===== src/rtl/fetch_stage.sv =====
// Instruction-fetch stage: owns the PC, drives a 1-cycle-latency IMEM, presents one instruction per cycle.
// Optional FETCH_STATS_EN macro adds fetch_count / bubble_count outputs.
module fetch_stage #(
  parameter logic [31:0] RESET_PC  = 32'h4000_0000,
  parameter logic [31:0] NOP_INSTR = 32'h0000_0013
) (
  input  logic        clk,
  input  logic        rst,
  input  logic        stall,
  input  logic        redirect_valid,
  input  logic [31:0] redirect_pc,
  output logic [31:0] imem_addr,
  output logic        imem_en,
  input  logic [31:0] imem_rdata,
  output logic [31:0] instr,
  output logic [31:0] instr_pc,
  output logic        instr_valid
`ifdef FETCH_STATS_EN
  ,
  output logic [31:0] fetch_count,
  output logic [31:0] bubble_count
`endif
);

  typedef enum logic [1:0] {BOOT, RUN, HOLD} state_t;

  state_t      state;
  logic [31:0] pc_f;
  logic [31:0] hold_q;
  logic [31:0] redirect_tgt;
  logic [31:0] pc_inc;

  assign redirect_tgt = {redirect_pc[31:2], 2'b00};
  assign pc_inc       = pc_f + 32'd4;

  // Address/enable are combinational so a redirect reaches IMEM in the same cycle.
  always_comb begin
    imem_addr = pc_f;
    imem_en   = 1'b0;
    if (redirect_valid) begin
      imem_addr = redirect_tgt;
      imem_en   = 1'b1;
    end else begin
      case (state)
        BOOT: imem_en = 1'b1;
        RUN, HOLD: begin
          if (!stall) begin
            imem_addr = pc_inc;
            imem_en   = 1'b1;
          end
        end
        default: imem_en = 1'b0;
      endcase
    end
  end

  // The instruction fetched during a redirect cycle is on the wrong path.
  assign instr_valid = (state != BOOT) && !redirect_valid;
  assign instr_pc    = pc_f;
  assign instr       = !instr_valid     ? NOP_INSTR :
                       (state == HOLD)  ? hold_q    : imem_rdata;

  always_ff @(posedge clk or posedge rst) begin
    if (rst) begin
      state  <= BOOT;
      pc_f   <= RESET_PC;
      hold_q <= NOP_INSTR;
    end else if (redirect_valid) begin
      pc_f  <= redirect_tgt;
      state <= RUN;
    end else begin
      case (state)
        BOOT: state <= RUN;
        RUN: begin
          if (stall) begin
            hold_q <= imem_rdata;
            state  <= HOLD;
          end else begin
            pc_f <= pc_inc;
          end
        end
        HOLD: begin
          if (!stall) begin
            pc_f  <= pc_inc;
            state <= RUN;
          end
        end
        default: state <= BOOT;
      endcase
    end
  end

`ifdef FETCH_STATS_EN
  always_ff @(posedge clk or posedge rst) begin
    if (rst) begin
      fetch_count  <= 32'd0;
      bubble_count <= 32'd0;
    end else begin
      if (instr_valid && !stall)
        fetch_count <= fetch_count + 32'd1;
      if (!instr_valid && (state != BOOT))
        bubble_count <= bubble_count + 32'd1;
    end
  end
`endif

endmodule

===== config.mk =====
export PLATFORM = sky130hd
export DESIGN_NAME = fetch_stage
export DESIGN_NICKNAME = d
export VERILOG_FILES = /design/src/rtl/fetch_stage.sv
export SDC_FILE = /design/constraint.sdc
export NUM_CORES = 1
export LEC_CHECK = 0
export ABC_AREA = 1
export CAP_MARGIN = 10
export CORE_MARGIN = 2
export CORE_UTILIZATION = 47
export CTS_BUF_LIST = sky130_fd_sc_hd__clkbuf_4 sky130_fd_sc_hd__clkbuf_8
export DETAILED_ROUTE_END_ITERATION = 12
export HOLD_SLACK_MARGIN = 0.05
export PLACE_DENSITY = 0.89
export SKIP_CTS_REPAIR_TIMING = 1
export SLEW_MARGIN = 40
export SYNTH_ARGS = -nofsm -noshare
export SYNTH_HDL_FRONTEND = slang
export SYNTH_SLANG_ARGS = --single-unit

===== constraint.sdc =====
create_clock -name clk -period 4.65 [get_ports clk]
set_input_delay 0.6975 -clock clk [delete_from_list [all_inputs] [get_ports clk]]
set_output_delay 0.6975 -clock clk [all_outputs]
set_load 0.01 [all_outputs]

Yosys cells after proc, flatten, opt, wreduce, memory -nomap -nowiden. Index checks and enable logic that the tools add are counted.

Input port bits: 68. Output and inout port bits: 98. Word-level logic and storage cells: 28. Bits in registers: 66.

Mux-type cells: 12. Add/sub/neg operators: 1. Bitwise operators: 1. Eq/ne operators: 4. Reductions and logical operators: 7.

Operator list (number): 32-bit two-way mux (5); 32-bit by 3-bit adder with 32-bit output (second input constant) (1); 2-bit two-way mux (3); 3-bit != test (second input constant) (2); 2-bit case mux with 3 select lines (1); 3-bit AND reduction (1); 2-bit by 1-bit equality test with 1-bit output (second input constant) (1); 2-bit equality test (second input constant) (1); 2-bit logical NOT (1); 1-bit two-way mux (2); 1-bit case mux with 2 select lines (1); 2-bit AND reduction (1); 2-bit nonzero test (1); 2-bit OR reduction (1); 1-bit logical AND (1); 1-bit logical NOT (1); 1-bit NOT (1).

Longest topological paths before layout. Gate-level depths: netlist of the first run.

Word-level depth: 4. Mapped depth: 10.

Least setup slack after synthesis of the first run. OpenSTA, ideal clock, no wires.

Path kind: register to output. From: register state[0]. To: output imem_addr[14]. Data arrival time: 1.542 ns. Stages on the path, launching flop included: 9. Path slack: 2.410 ns. Path buffers: 0. Required time: 3.953 ns. Cells stage by stage: dfrtp_1 > inv_1 > ha_1 > nand2_2 > nor2_4 > nand2_4 > nor2_8 > a21oi_1 > o21ai_1.

Longest elaborated chain between the ends: 4. Elaborated cells on any way between the ends: 5.

Ends and longest elaborated chain: start, declared (line 27) `state_t state;`; start signal, assigned (line 65) `state <= BOOT;`; start signal, assigned (line 70) `state <= RUN;`; start signal, assigned (line 73) `BOOT: state <= RUN;`; 2-bit equality test or 2-bit by 1-bit equality test with 1-bit output (tied branches) (line 44) `case (state)`; 2-bit OR reduction (no source line) *; 32-bit two-way mux * (2 in a row); end, declared (line 12) `output logic [31:0] imem_addr,`.

Every way passes the cells marked *; elsewhere a longest branch is shown, timed or not.

Final worst setup path of the first run.
From: input redirect_valid. To: output imem_addr[7].

Longest elaborated chain between the ends: 1.

Ends and longest elaborated chain: start, declared (line 10) `input logic redirect_valid,`; 32-bit two-way mux.

No other way between the ends.

==> implementation parameters, run 1 <==
Parameter                              Value

Die
  Die width    between 90 and 100 um
  Die outline height    roughly 94 um
  Initial core utilization    0.491
  Area of the placeable core    ~7800 um^2
  Rows    32
  Total I/O pin count    166
  Die area    8900 um^2

Setup path
  Reg2Reg Capture Point    state[1]
  Crit end category    output port
  CP Buf/Inv Count    3
  Number of cells on the critical path    5
  Required time at the worst-slack endpoint    between 3 and 4 ns
  Crit path max fanout    28
  CP Class    primary input to output port
  Largest delay contributor family on the critical path    buffers and inverters
  Setup slack of the most critical reg-to-reg path    ~2.6 ns
  Startpoint of the worst-slack reg-to-reg timing path    state[0]
  Cell with the biggest individual delay on the critical path    sky130_fd_sc_hd__clkdlybuf4s50_1
  CP cell instances    clkdlybuf4s50_1, inv_2, a21oi_1, o21ai_0, clkdlybuf4s50_1
  Cell repeated most along the worst path    sky130_fd_sc_hd__clkdlybuf4s50_1
  Crit start category    primary input
  Cells on worst reg2reg path    8
  Arrival time worst endpoint    between 2 and 3 ns
  Peak per-stage delay on the critical path    about 0.67 ns

Place
  Number of I/O port buffers    around 160
  HPWL after DPL    8220 um
  GPL Wtd Cong    around 0.9

STA
  Final-layout worst hold slack    0.487 ns
  Count of endpoints failing setup in the final report    0
  Final cycle utilization of the critical path    0.759
  Slew at the pin with the worst max-slew slack    just under 0.6 ns
  Final Hold Viols    0
  Unrepaired setup endpoints after global routing    false
  Worst clock skew on the final layout    around 0.011 ns
  Final count of pins violating max slew    0
  Accumulated negative setup slack    0 ns
  Worst slew margin relative to its limit    0.608
  Crit path time final    3.53 ns
  Maximum clock rate    283 MHz

Route
  Met1 WL    about 4500 um
  Top Metal Used    met4
  Number of DRC markers in iteration 0    ~110
  Met2 WL    around 5400 um
  Post-detailed-route DRC marker count    0
  Routed Wire Length    between 10000 and 15000 um
  Wire per inst    approximately 14 um
  Vias per std cell    5.18
  First-pass iteration count of the detailed router    4
  Routed met3 length    1150 um
  Antenna Nets Post-Route    0
  Count of vias placed by the detailed router    around 4100

Yosys
  Count leader, synth    sky130_fd_sc_hd__nand2_1
  Gate count after technology mapping    530
  Cell types with the highest counts after synthesis    138 x sky130_fd_sc_hd__nand2_1, 66 x sky130_fd_sc_hd__o21ai_0, 64 x sky130_fd_sc_hd__inv_1, 62 x sky130_fd_sc_hd__dfrtp_1, 43 x sky130_fd_sc_hd__nand3_1
  EDFF count, synth    0
  Top post-synthesis cells by area    sky130_fd_sc_hd__dfrtp_1 40%, sky130_fd_sc_hd__nand2_1 14%, sky130_fd_sc_hd__o21ai_0 8.6%, sky130_fd_sc_hd__inv_1 6.3%, sky130_fd_sc_hd__nand3_1 5.6%
  Post-Synthesis Cell Area    roughly 3800 um^2
  Largest area contributor in the netlist    sky130_fd_sc_hd__dfrtp_1
  Sequential element share of the synthesized area    0.432
  Number of different library cells in the post-synthesis netlist    36
  Syn. warnings    0
  Synthesis-stage register bit count    66
  Prevailing post-synth register cell    sky130_fd_sc_hd__dfrtp_1
  Post-Synthesis Mean Instance Area    7.23 um^2
  Share of synthesized registers carrying an async set or reset    1.00
  Synth top area share    0.405
  Post-synthesis net count    604

Global route
  Global-route wire length before repair    roughly 18000 um
  Number of global-route vias before repair    ~4000
  Antenna violations before repair    0
  Total routing resource utilization after global routing    0.255
  Pin count of the biggest net entering global routing    65
  GRT overflow    0

Cells and area
  Antenna diode count    0
  Number of nets in the final layout    ~760
  Fin util    0.736
  Area taken by multi-input logic gates    approximately 1800 um^2
  Fillers    between 600 and 700
  FF/Latch Area    1660 um^2
  Post-synthesis to final-layout area growth    49.9%
  Fraction of layout cells with a size suffix above 1    0.0679

CTS
  Max Buffers Root-to-Sink    2
  Clock tree root buffer cell    sky130_fd_sc_hd__clkbuf_8
  CTS sink cnt    66
  Later-pin clock latency in the skew report    approximately 0.34 ns
  Register clock-pin slew on the reported worst setup and hold paths    roughly 0.070 ns
  Cts bufs inserted    9
  Htree depth    3
  CTS tree    done

Worst hold path
  Startpoint of the most critical hold path    hold_q[29]
  Worst hold path class    flop to flop
  Worst hold path depth    2
  Capture endpoint of the worst hold path    hold_q[29]

Run
  Maxcap violations    0

Outcome
  Result of the run    completed

Power and ir drop
  Power per cell area    roughly 360 nW/um^2
  Leak    between 2 and 3 nW
  Largest voltage drop on the vdd net    0.000205 V
-- placed cells by master (no fill, tap or decap), types with 3 or more instances in the layout --
master	netlist	layout
sky130_fd_sc_hd__a21o_1	3	3
sky130_fd_sc_hd__buf_4	0	4
sky130_fd_sc_hd__dfstp_2	4	4
sky130_fd_sc_hd__nand4_1	5	5
sky130_fd_sc_hd__clkdlybuf4s50_1	0	163
sky130_fd_sc_hd__o21ai_0	66	66
sky130_fd_sc_hd__inv_1	64	63
sky130_fd_sc_hd__clkinv_2	0	3
sky130_fd_sc_hd__ha_1	6	6
sky130_fd_sc_hd__o21ai_1	3	3
sky130_fd_sc_hd__a21oi_1	35	35
sky130_fd_sc_hd__o211ai_1	4	4
sky130_fd_sc_hd__nand3_1	43	43
sky130_fd_sc_hd__nor2_1	37	36
sky130_fd_sc_hd__or2_1	3	3
sky130_fd_sc_hd__nand2_1	138	138
sky130_fd_sc_hd__clkbuf_8	0	9
sky130_fd_sc_hd__inv_2	3	3
sky130_fd_sc_hd__dfrtp_1	62	62
sky130_fd_sc_hd__nand3_2	5	4
sky130_fd_sc_hd__nor2_2	5	6
-- cells by family (layout without fill, tap and decap cells) --
logic type,after synthesis,after routing,share of synthesized area
AOI/OAI and AO/OA,118,118,0.163
xor gates and xnor gates,4,4,0.00914
adders and majority gates,6,6,0.0196
buffers and inverters,89,251,0.0881
DFF,66,66,0.432
and+or+nand+nor,247,247,0.289
-- routing by layer --
| metal | up-vias | GRT usage |
|---|---|---|
| li1 | 2029 | - |
| met1 | 1890 | 0.295 |
| met5 | - | 0 |
| met4 | 0 | 0.0652 |
| met2 | 172 | 0.461 |
| met3 | 18 | 0.0770 |
-- cell type report --
cell class / instances / area share
clock buffer: 9 / 0.0216
inverter: 68 / 0.0449
multi-input combinational: 375 / 0.322
sequential: 66 / 0.288
timing repair buffer: 167 / 0.289
clock inverter: 7 / 0.0122
tap: 102 / 0.0222
-- state kept, by name, indices dropped and copies added, names as in the netlist --
register  flops
hold_q       32
instr_pc     32
state         2
-- report_power, final --
part	switching, mW	internal [mW]
logic	0.388	0.371
registers	0.112	0.746
clock network	0.231	0.246
-- worst register-to-register path: stages (launching register included) --
cell	delay, ns
sky130_fd_sc_hd__dfrtp_1	0.42
sky130_fd_sc_hd__inv_1	0.11
sky130_fd_sc_hd__ha_1	0.44
sky130_fd_sc_hd__clkinv_1	0.13
sky130_fd_sc_hd__buf_4	0.29
sky130_fd_sc_hd__nand2_1	0.11
sky130_fd_sc_hd__o211ai_1	0.16
sky130_fd_sc_hd__nand3_1	0.13
sky130_fd_sc_hd__o21ai_0	0.10
-- stage by stage --
step | area (um^2) | instances | power (mW) | worst slack (ns)
floorplan | 3830 | 530 | 1.23 | 2.30
global placement | 5540 | 778 | 1.59 | 1.14
detailed placement | 5550 | 778 | 1.62 | 1.08
CTS | 5750 | 794 | 2.11 | 1.11
global route | 5750 | 794 | 2.24 | 0.935
finish | 5750 | 794 | 2.10 | 1.12
-- worst max-delay path by stage --
stage / from / slack, ns / end
after floorplan: rst / 2.30 / hold_q[10]
after global placement: redirect_valid / 1.14 / imem_addr[7]
after detailed placement: redirect_valid / 1.08 / imem_addr[7]
after CTS: redirect_valid / 1.11 / imem_addr[7]
after global routing: redirect_valid / 0.93 / imem_addr[7]
final: redirect_valid / 1.12 / imem_addr[7]
Note: power is estimated with default switching activity, not from simulation.
==> run 2, diff against run 1 <==
Settings changed: CORE_UTILIZATION 47 to 40, PLACE_DENSITY 0.89 to 0.81.
Clock period 4.65 ns to 3.2 ns, I/O delays scaled along.
==> run 2 against run 1 <==
Against the previous run:
- core utilization shrank 9.9 points
- first-iteration DRC count is 23% higher
- non-clock buffer count up 7
- via count fell by 0.24%
- register-to-register slack worse by 1.2 ns
==> implementation parameters, run 2 (synthesis results as in run 1) <==
Parameter                              Value

Die
  Die width    102 um (+8.0%)
  Initial core utilization    0.413 (-0.0781)
  Die outline height    102 um (+8.0%)
  Rows    35 (+9.4%)
  Die area    10400 um^2 (+17%)
  Area of the placeable core    9280 um^2 (+19%)
  Total I/O pin count    166 (unchanged)

STA
  Unrepaired setup endpoints after global routing    true
  Final count of pins violating max slew    0 (unchanged)
  Final Hold Viols    0 (unchanged)
  Maximum clock rate    ~330 MHz
  Worst slew margin relative to its limit    0.587 (-0.0210)
  Count of endpoints failing setup in the final report    0 (unchanged)
  Crit path time final    ~3.1 ns
  Slew at the pin with the worst max-slew slack    0.620 ns (+0.0315 ns)
  Final-layout worst hold slack    0.487 ns (+0.000126 ns)
  Worst clock skew on the final layout    0.0112 ns (-0.000144 ns)
  Final cycle utilization of the critical path    0.955

Place
  Number of I/O port buffers    163 (unchanged)
  Post-placement cell count    810 (+4.1%)
  HPWL after DPL    8550 um (+4.0%)
  GPL Wtd Cong    0.903 (+3.3%)
  Dpl cell area    5640 um^2 (+1.6%)

Cells and area
  Area taken by multi-input logic gates    1860 um^2 (+0.54%)
  Cell area after layout    5910 um^2 (+2.9%)
  Commonest non-fill, non-tap cell in the layout    sky130_fd_sc_hd__clkdlybuf4s50_1
  Post-synthesis to final-layout area growth    54.3%
  Commonest cells after routing, fill and taps aside    163 x sky130_fd_sc_hd__clkdlybuf4s50_1, 138 x sky130_fd_sc_hd__nand2_1, 66 x sky130_fd_sc_hd__o21ai_0
  Number of nets in the final layout    768 (+0.92%)
  Filler-free cell count of the finished design    828 (+4.3%)
  Fin util    0.637 (-0.0990)
  FF/Latch Area    1660 um^2 (unchanged)
  Antenna diode count    0 (unchanged)
  Fillers    789 (+30%)
  Fraction of layout cells with a size suffix above 1    0.0815 (+0.0136)

Route
  First-pass iteration count of the detailed router    5 (+1)
  Count of vias placed by the detailed router    4099 (-0.24%)
  Wire per inst    13.9 um (-1.4%)
  Antenna Nets Post-Route    0 (unchanged)
  Routed Wire Length    11500 um (+2.8%)
  Number of DRC markers in iteration 0    130 (+23%)
  Post-detailed-route DRC marker count    0 (unchanged)
  Vias per std cell    4.95 (-4.3%)

CTS
  Cts bufs inserted    9 (unchanged)
  Clock tree root buffer cell    sky130_fd_sc_hd__clkbuf_8
  CTS tree    done
  CTS sink cnt    66 (unchanged)
  Htree depth    3 (unchanged)
  Register clock-pin slew on the reported worst setup and hold paths    0.08 ns (about the same)
  Max Buffers Root-to-Sink    2 (unchanged)
  Later-pin clock latency in the skew report    0.34 ns (about the same)

Global route
  Number of global-route vias before repair    3837 (-3.7%)
  Antenna violations before repair    0 (unchanged)
  GRT overflow    0 (unchanged)
  Total routing resource utilization after global routing    0.216 (-0.0394)
  Global-route wire length before repair    17900 um (-1.1%)
  Pin count of the biggest net entering global routing    65 (unchanged)

Setup path
  Crit path max fanout    10 (-64%)
  Crit start category    flop
  Crit end category    output port
  CP Class    flop to output port
  Required time at the worst-slack endpoint    2.72 ns (-1.23 ns)
  Arrival time worst endpoint    2.58 ns (-0.25 ns)

Worst hold path
  Worst hold path class    flop to flop

Outcome
  Result of the run    completed

Run
  Maxcap violations    0 (unchanged)

Power and ir drop
  Power per cell area    548 nW/um^2 (+50%)
  Leak    2.70 nW (+2.5%)
  Largest voltage drop on the vdd net    0.000277 V (+35%)
==> run 2: worst max-delay path, cell delays in order, from the launching register on <==
cell	delay [ns]
sky130_fd_sc_hd__dfrtp_1	0.38
sky130_fd_sc_hd__inv_1	0.09
sky130_fd_sc_hd__ha_1	0.33
sky130_fd_sc_hd__nand2_2	0.14
sky130_fd_sc_hd__nor2_4	0.17
sky130_fd_sc_hd__nand2_4	0.08
sky130_fd_sc_hd__nor2_8	0.16
sky130_fd_sc_hd__nand3_1	0.10
sky130_fd_sc_hd__nand2_1	0.08
sky130_fd_sc_hd__nand3_1	0.07
sky130_fd_sc_hd__nand2_1	0.10
sky130_fd_sc_hd__clkdlybuf4s50_1	0.54
==> run 2: cell type report <==
type,count,area share
repair buffers,174,0.294
clock inverters,7,0.0199
clock buffers,9,0.0209
inverters,68,0.0434
well taps,129,0.0273
multi-input cells,375,0.314
flip-flops and latches,66,0.280
==> run 2: report_power, final <==
part | internal, mW | total, mW | switching, mW
logic | 0.561 | 1.13 | 0.571
clock network | 0.518 | 0.864 | 0.346
registers | 1.08 | 1.25 | 0.163
==> run 2: path summary, 6_finish.rpt <==
kind                       slack (ns)  cells after the start            end  startpoint
min in group asynchronous        0.50                      2    instr_pc[1]         rst
hold / removal                   0.49                      2      hold_q[5]   hold_q[5]
setup / recovery                 0.14                     11  imem_addr[24]    state[1]
hold reg to reg                  0.49                      2      hold_q[5]   hold_q[5]
setup reg to reg                 1.42                      9   instr_pc[24]    state[1]
max in group asynchronous        2.04                      3      hold_q[1]         rst
==> run 2: per-stage QoR <==
stage	setup TNS [ns]	worst slack (ns)	total power [mW]
floorplan	0	1.07	1.79
global placement	0	0.237	2.34
detailed placement	0	0.205	2.38
CTS	0	0.0533	3.26
global route	-0.00389	-0.00389	3.45
finish	0	0.143	3.24
==> run 2: layer usage <==
metal  GRT usage  up-vias  share of wire
li1            -     2042              -
met1       0.262     1854           0.41
met2       0.362      182           0.48
met3      0.0650       21          0.097
met4      0.0821        0          0.022
met5           0        -              0
